**config.mk**
```make
export PLATFORM = sky130hd
export DESIGN_NAME = reorder_buffer
export DESIGN_NICKNAME = d
export VERILOG_FILES = /design/src/rtl/reorder_buffer.sv
export SDC_FILE = /design/constraint.sdc
export NUM_CORES = 1
export LEC_CHECK = 0
export CAP_MARGIN = 15
export CORE_UTILIZATION = 55
export DETAILED_ROUTE_END_ITERATION = 8
export PLACE_DENSITY = 0.76
export SETUP_SLACK_MARGIN = 0.05
export SYNTH_ARGS = -nofsm -noshare
export SYNTH_HDL_FRONTEND = slang
export SYNTH_SLANG_ARGS = --single-unit
```
**constraint.sdc**
```tcl
create_clock -name clk -period 19.8 [get_ports clk]
set_input_delay 1.98 -clock clk [delete_from_list [all_inputs] [get_ports clk]]
set_output_delay 1.98 -clock clk [all_outputs]
set_load 0.1 [all_outputs]
```
**src/rtl/reorder_buffer.sv**
```systemverilog
// Circular reorder buffer: allocates an id per issued instruction, captures CDB
// results, retires in program order into the RegFile and flushes on a mispredict.
module reorder_buffer #(
  parameter int ROB_SIZE = 16,
  parameter int ROB_ID_W = 4
) (
  input  logic                clk,
  input  logic                rst,
  input  logic                rdy,
  input  logic                ID_issue_valid,
  input  logic                ID_rd_valid,
  input  logic [4:0]          ID_rd,
  input  logic                ID_is_branch,
  output logic                ROB_full,
  output logic [ROB_ID_W-1:0] ROB_tail_id,
  input  logic                CDB_valid,
  input  logic [ROB_ID_W-1:0] CDB_ROB_id,
  input  logic [31:0]         CDB_value,
  input  logic                CDB_mispredict,
  input  logic [31:0]         CDB_target_pc,
  input  logic [ROB_ID_W-1:0] Q1_ROB_id,
  input  logic [ROB_ID_W-1:0] Q2_ROB_id,
  output logic                Q1_ready,
  output logic                Q2_ready,
  output logic [31:0]         Q1_value,
  output logic [31:0]         Q2_value,
  output logic                RF_commit_valid,
  output logic [4:0]          RF_commit_rd,
  output logic [31:0]         RF_commit_value,
  output logic                ROB_roll_back_flag,
  output logic [31:0]         ROB_target_pc
);

  localparam logic [ROB_ID_W:0] FULL_COUNT = (ROB_ID_W+1)'(ROB_SIZE);

  logic [ROB_ID_W-1:0] head_reg;
  logic [ROB_ID_W-1:0] tail_reg;
  logic [ROB_ID_W:0]   count_reg;

  logic [ROB_SIZE-1:0] busy_vec;
  logic [ROB_SIZE-1:0] ready_vec;
  logic [ROB_SIZE-1:0] rd_valid_vec;
  logic [ROB_SIZE-1:0] is_branch_vec;
  logic [ROB_SIZE-1:0] mispredict_vec;
  logic [4:0]          rd_arr        [ROB_SIZE];
  logic [31:0]         value_arr     [ROB_SIZE];
  logic [31:0]         target_pc_arr [ROB_SIZE];

  logic issue_fire;
  logic wb_fire;
  logic commit_fire;
  logic flush;

  assign ROB_full    = (count_reg == FULL_COUNT);
  assign ROB_tail_id = tail_reg;

  assign commit_fire = rdy && busy_vec[head_reg] && ready_vec[head_reg];
  assign flush       = commit_fire && is_branch_vec[head_reg] && mispredict_vec[head_reg];
  // A full buffer still accepts an issue when the head retires in the same cycle.
  assign issue_fire  = rdy && ID_issue_valid && (!ROB_full || commit_fire)
                       && !ROB_roll_back_flag && !flush;
  assign wb_fire     = rdy && CDB_valid && !ROB_roll_back_flag && busy_vec[CDB_ROB_id];

  genvar gi;
  generate
    for (gi = 0; gi < ROB_SIZE; gi++) begin : g_entry
      localparam logic [ROB_ID_W-1:0] IDX = ROB_ID_W'(gi);

      logic        issue_here;
      logic        wb_here;
      logic        commit_here;
      logic        busy_reg;
      logic        ready_reg;
      logic        rd_valid_reg;
      logic        is_branch_reg;
      logic        mispredict_reg;
      logic [4:0]  rd_reg;
      logic [31:0] value_reg;
      logic [31:0] target_pc_reg;

      assign issue_here  = issue_fire && (tail_reg == IDX);
      assign wb_here     = wb_fire && (CDB_ROB_id == IDX);
      assign commit_here = commit_fire && (head_reg == IDX);

      // Reissue into the slot being retired wins over the retire's clear.
      always_ff @(posedge clk or negedge rst) begin
        if (!rst) begin
          busy_reg <= 1'b0;
        end else if (flush) begin
          busy_reg <= 1'b0;
        end else if (issue_here) begin
          busy_reg <= 1'b1;
        end else if (commit_here) begin
          busy_reg <= 1'b0;
        end
      end

      always_ff @(posedge clk) begin
        if (issue_here) begin
          ready_reg     <= 1'b0;
          rd_valid_reg  <= ID_rd_valid;
          rd_reg        <= ID_rd;
          is_branch_reg <= ID_is_branch;
        end else if (wb_here) begin
          ready_reg      <= 1'b1;
          value_reg      <= CDB_value;
          mispredict_reg <= CDB_mispredict;
          target_pc_reg  <= CDB_target_pc;
        end
      end

      assign busy_vec[gi]       = busy_reg;
      assign ready_vec[gi]      = ready_reg;
      assign rd_valid_vec[gi]   = rd_valid_reg;
      assign is_branch_vec[gi]  = is_branch_reg;
      assign mispredict_vec[gi] = mispredict_reg;
      assign rd_arr[gi]         = rd_reg;
      assign value_arr[gi]      = value_reg;
      assign target_pc_arr[gi]  = target_pc_reg;
    end
  endgenerate

  always_ff @(posedge clk or negedge rst) begin
    if (!rst) begin
      head_reg           <= '0;
      tail_reg           <= '0;
      count_reg          <= '0;
      RF_commit_valid    <= 1'b0;
      RF_commit_rd       <= '0;
      RF_commit_value    <= '0;
      ROB_roll_back_flag <= 1'b0;
      ROB_target_pc      <= '0;
    end else begin
      RF_commit_valid    <= commit_fire && rd_valid_vec[head_reg];
      ROB_roll_back_flag <= flush;
      if (commit_fire) begin
        RF_commit_rd    <= rd_arr[head_reg];
        RF_commit_value <= value_arr[head_reg];
      end
      if (flush) begin
        ROB_target_pc <= target_pc_arr[head_reg];
        head_reg      <= '0;
        tail_reg      <= '0;
        count_reg     <= '0;
      end else begin
        head_reg  <= head_reg + ROB_ID_W'(commit_fire);
        tail_reg  <= tail_reg + ROB_ID_W'(issue_fire);
        count_reg <= count_reg + (ROB_ID_W+1)'(issue_fire) - (ROB_ID_W+1)'(commit_fire);
      end
    end
  end

  assign Q1_ready = busy_vec[Q1_ROB_id] && ready_vec[Q1_ROB_id];
  assign Q2_ready = busy_vec[Q2_ROB_id] && ready_vec[Q2_ROB_id];
  assign Q1_value = value_arr[Q1_ROB_id];
  assign Q2_value = value_arr[Q2_ROB_id];

endmodule

```
==> flow_summary_export.csv <==
group,metric,value,unit
status,status,"complete, but fails checks",
status,failed_checks,"slew limit",
clock_network,clock_path_buffers,3,
logic_synthesis,ys_warn_count,0,
placed_design,preCtsSetupSlack,12.09,ns
critical_path,cp_max_fo,77,
clock_network,ctsRootBufferMaster,"sky130_fd_sc_hd__clkbuf_16",
critical_path,regToRegEndpoint,"g_entry[10].value_reg[4]",
grt,wire_length_of_the_first_global_routing_pass,206,mm
critical_path,crit_path_max_incr_delay,1.01,ns
critical_path,critPathCaptureType,"output port",
critical_path,arrival_time_reported_for_the_critical_path_endpoint,5.78,ns
logic_synthesis,yosys-mux-area-fraction,0.287,
timing,sum_neg_setup_slack,0,ns
timing,finalHoldViolations,0,
floorplanning,design.portCount,231,
timing,skew,0.0222,ns
final_layout,areaGrowthSynthToFinish,14.6,%
logic_synthesis,synth-seq-area-share,0.664,
logic_synthesis,share_of_synthesized_cell_area_in_full_adder_half_adder_and_majority_cells,0.00258,
logic_synthesis,postSynthCellCount,2519,
clock_network,cts_tree,"done",
final_layout,num-nets-final,2857,
timing,clock.fmax,129,MHz
clock_network,cts_made_buffers,130,
logic_synthesis,async_flop_share,0.0789,
critical_path,timing.setup.critical_path_class,"in2out",
critical_path,cp_cell_sequence,"buf_6, buf_4, nor2_1, a311oi_1, a21oi_1, mux4_2, clkdlybuf4s50_1",
logic_synthesis,synthDominantCellAreaShare,0.614,
logic_synthesis,yosys-top-cells-count,"1152 x sky130_fd_sc_hd__edfxtp_1, 682 x sky130_fd_sc_hd__mux4_2, 100 x sky130_fd_sc_hd__dfrtp_1",
final_layout,fin_area,64600,sq um
clock_network,deepest_level_of_the_cts_h_tree,4,
clock_network,ctsHoldBuffers,0,
routing,number_of_vias_per_cell_after_detailed_routing,6.87,
logic_synthesis,yosys.area_share.simple,0.0151,
final_layout,num-fill-cells,6623,
grt,grt_start_max_net_pins,188,
routing,drtAntennaViolNets,0,
clock_network,insertion_delay,0.75,ns
logic_synthesis,syn_nets,2619,
job,max_cap_violations,0,
logic_synthesis,total_of_flip_flops_plus_latches_after_synthesis,1268,
critical_path,depth_of_the_worst_register_to_register_path,12,
routing,wl,141,mm
timing,max_slew.worst_pin.slew,1.50,ns
logic_synthesis,cell_with_the_most_instances_after_synthesis,"sky130_fd_sc_hd__edfxtp_1",
placed_design,placed_instance_area,60200,sq um
placed_design,port_buffers,230,
pwr,pwr_density_cell,129,nW/um^2
pwr,vdd_ir_drop_max,0.000136,V
final_layout,final_core_utilization,0.635,
placed_design,place_inst,3992,
critical_path,startpoint,"Q1_ROB_id[1]",
floorplanning,chipWidth,322,um
critical_path,cp_data_required_time,17.82,ns
pwr,finalPower,8.31,mW
grt,first_global_vias,30256,
critical_path,critical_path.startpoint_type,"input pin",
final_layout,layout_cells_sized_above_1,0.371,
clock_network,postCtsSetupBuffers,0,
logic_synthesis,post_synth_edffs,1152,
floorplanning,dieArea,104000,sq um
clock_network,postCtsResizedCells,0,
logic_synthesis,synth_compound_gate_area_share,0.0141,
critical_path,reg2reg_slack,13.17,ns
placed_design,gp_congestion,0.891,
timing,drv_slew,4,
routing,drt_pass1_iterations,6,
clock_network,clk_pin_slew,0.06,ns
critical_path,worst_path_max_delay_cell,"sky130_fd_sc_hd__clkdlybuf4s50_1",
timing,postLayoutSetupSlackWorst,12.04,ns
hold_path,hp-class,"reg2reg",
logic_synthesis,synth_xor_xnor_area_share,0.00124,
logic_synthesis,synth_top_family_by_area,"multiplexers",
routing,first_iter_violations,3635,
final_layout,finalNonFillerCells,4242,
placed_design,post-dp-hpwl,75.4,mm
timing,max_slew_margin,-0.000403,
logic_synthesis,netlist.top_cell.by_area,"sky130_fd_sc_hd__edfxtp_1",
timing,hold_ws,0.469,ns
logic_synthesis,post_synth_instance_area,56400,sq um
critical_path,critPathCapture,"Q1_ready",
timing,min_period,7.76,ns
floorplanning,design.core.area,102000,sq um
grt,global_route.usage.total,0.280,
logic_synthesis,yosysUniqueCellTypes,65,
floorplanning,row_count,117,
logic_synthesis,netlist_top_cells_area,"sky130_fd_sc_hd__edfxtp_1 61%, sky130_fd_sc_hd__mux4_2 27%, sky130_fd_sc_hd__dfrtp_1 4.4%, sky130_fd_sc_hd__mux2_2 1.4%, sky130_fd_sc_hd__dfxtp_1 0.57%",
routing,drcViolationCount,0,
routing,route.detailed.wl_per_inst,33.1,um
routing,route.vias.total,29156,
clock_network,clock-sinks,1268,
timing,finalSetupViolCount,0,
critical_path,crit-reg2reg-launch,"head_reg[0]",
floorplanning,initial_utilization,0.554,
floorplanning,die_y,322,um
timing,grt_setup_unrepaired,"no",
grt,grt.overflow.total,0,
pwr,power.static_leakage,20.3,nW
logic_synthesis,syn_avg_cell_area,22.4,sq um
logic_synthesis,ys.flop_type,"sky130_fd_sc_hd__edfxtp_1",
grt,number_of_antenna_violations_at_the_first_check_in_global_routing,11,
timing,final_min_period_over_clock_period,0.392,
==> placed cells by master (no fill, tap or decap), types with 5 or more instances in the layout <==
cell	count
sky130_fd_sc_hd__a21boi_4	10
sky130_fd_sc_hd__a21oi_1	21
sky130_fd_sc_hd__a2bb2oi_1	6
sky130_fd_sc_hd__a311oi_1	10
sky130_fd_sc_hd__a31oi_1	8
sky130_fd_sc_hd__a32o_1	6
sky130_fd_sc_hd__and2_1	7
sky130_fd_sc_hd__buf_4	55
sky130_fd_sc_hd__bufinv_16	11
sky130_fd_sc_hd__clkbuf_1	25
sky130_fd_sc_hd__clkbuf_16	134
sky130_fd_sc_hd__clkbuf_8	10
sky130_fd_sc_hd__clkdlybuf4s50_1	221
sky130_fd_sc_hd__clkinv_1	20
sky130_fd_sc_hd__clkinv_2	17
sky130_fd_sc_hd__clkinv_8	7
sky130_fd_sc_hd__clkinvlp_4	11
sky130_fd_sc_hd__dfrtp_1	97
sky130_fd_sc_hd__dfxtp_1	16
sky130_fd_sc_hd__diode_2	8
sky130_fd_sc_hd__edfxtp_1	1152
sky130_fd_sc_hd__ha_1	10
sky130_fd_sc_hd__inv_1	12
sky130_fd_sc_hd__inv_6	5
sky130_fd_sc_hd__mux2_2	71
sky130_fd_sc_hd__mux4_2	682
sky130_fd_sc_hd__nand2_1	34
sky130_fd_sc_hd__nand2b_1	6
sky130_fd_sc_hd__nand3_1	11
sky130_fd_sc_hd__nor2_1	60
sky130_fd_sc_hd__nor2b_1	5
sky130_fd_sc_hd__nor3_1	8
sky130_fd_sc_hd__nor3_2	14
sky130_fd_sc_hd__o211ai_1	6
sky130_fd_sc_hd__o21ai_0	8
sky130_fd_sc_hd__or3_1	6
==> worst max-delay path, delay by kind of cell <==
kind	cells	cell delay [ns]
buffers and inverters	3	2.54
muxes	1	0.60
AOI/OAI and AO/OA	2	0.42
and+or+nand+nor	1	0.13
==> power breakdown <==
part           switching, mW  internal, mW  total [mW]
Combinational           1.53          1.09        2.62
Clock                   1.03          1.42        2.45
Sequential             0.174          3.06        3.24
==> per-layer routing <==
metal / part of all wire / wire, um / vias up / GRT usage
li1: - / - / 11577 / -
met1: 0.36 / 50700 / 15577 / 0.376
met2: 0.51 / 71000 / 1716 / 0.457
met3: 0.10 / 14400 / 276 / 0.0619
met4: 0.031 / 4300 / 10 / 0.0968
met5: 0.00040 / 56 / - / 0
==> cell families (layout without fill, tap and decap cells) <==
logic type | count (synthesis) | count (layout)
adders and majority gates | 11 | 11
muxes | 755 | 755
other | 0 | 8
DFF | 1268 | 1268
AOI/OAI and AO/OA | 107 | 107
buffers and inverters | 197 | 544
xor gates and xnor gates | 8 | 8
and+or+nand+nor | 173 | 173
==> layout make-up <==
cell class | instances | area [sq um] | area share
repair buffers | 288 | 2770 | 0.0429
well taps | 1368 | 1710 | 0.0265
multi-input cells | 1054 | 18300 | 0.283
clock inverters | 74 | 757 | 0.0117
diodes | 8 | 20.0 | 0.000310
clock buffers | 167 | 3560 | 0.0551
flip-flops and latches | 1268 | 37400 | 0.580
inverters | 15 | 63.8 | 0.000988
==> how the worst min path moves through the flow <==
stage,startpoint,endpoint,slack [ns],depth (start not counted)
final,g_entry[12].ready_reg,g_entry[12].ready_reg,0.47,2
after global placement,g_entry[0].ready_reg,g_entry[0].ready_reg,0.45,2
after global routing,g_entry[0].ready_reg,g_entry[0].ready_reg,0.49,2
after detailed placement,g_entry[12].ready_reg,g_entry[12].ready_reg,0.45,2
after floorplan,g_entry[0].ready_reg,g_entry[0].ready_reg,0.43,2
after CTS,g_entry[12].ready_reg,g_entry[12].ready_reg,0.46,2
Note: power is estimated with default switching activity, not from simulation.
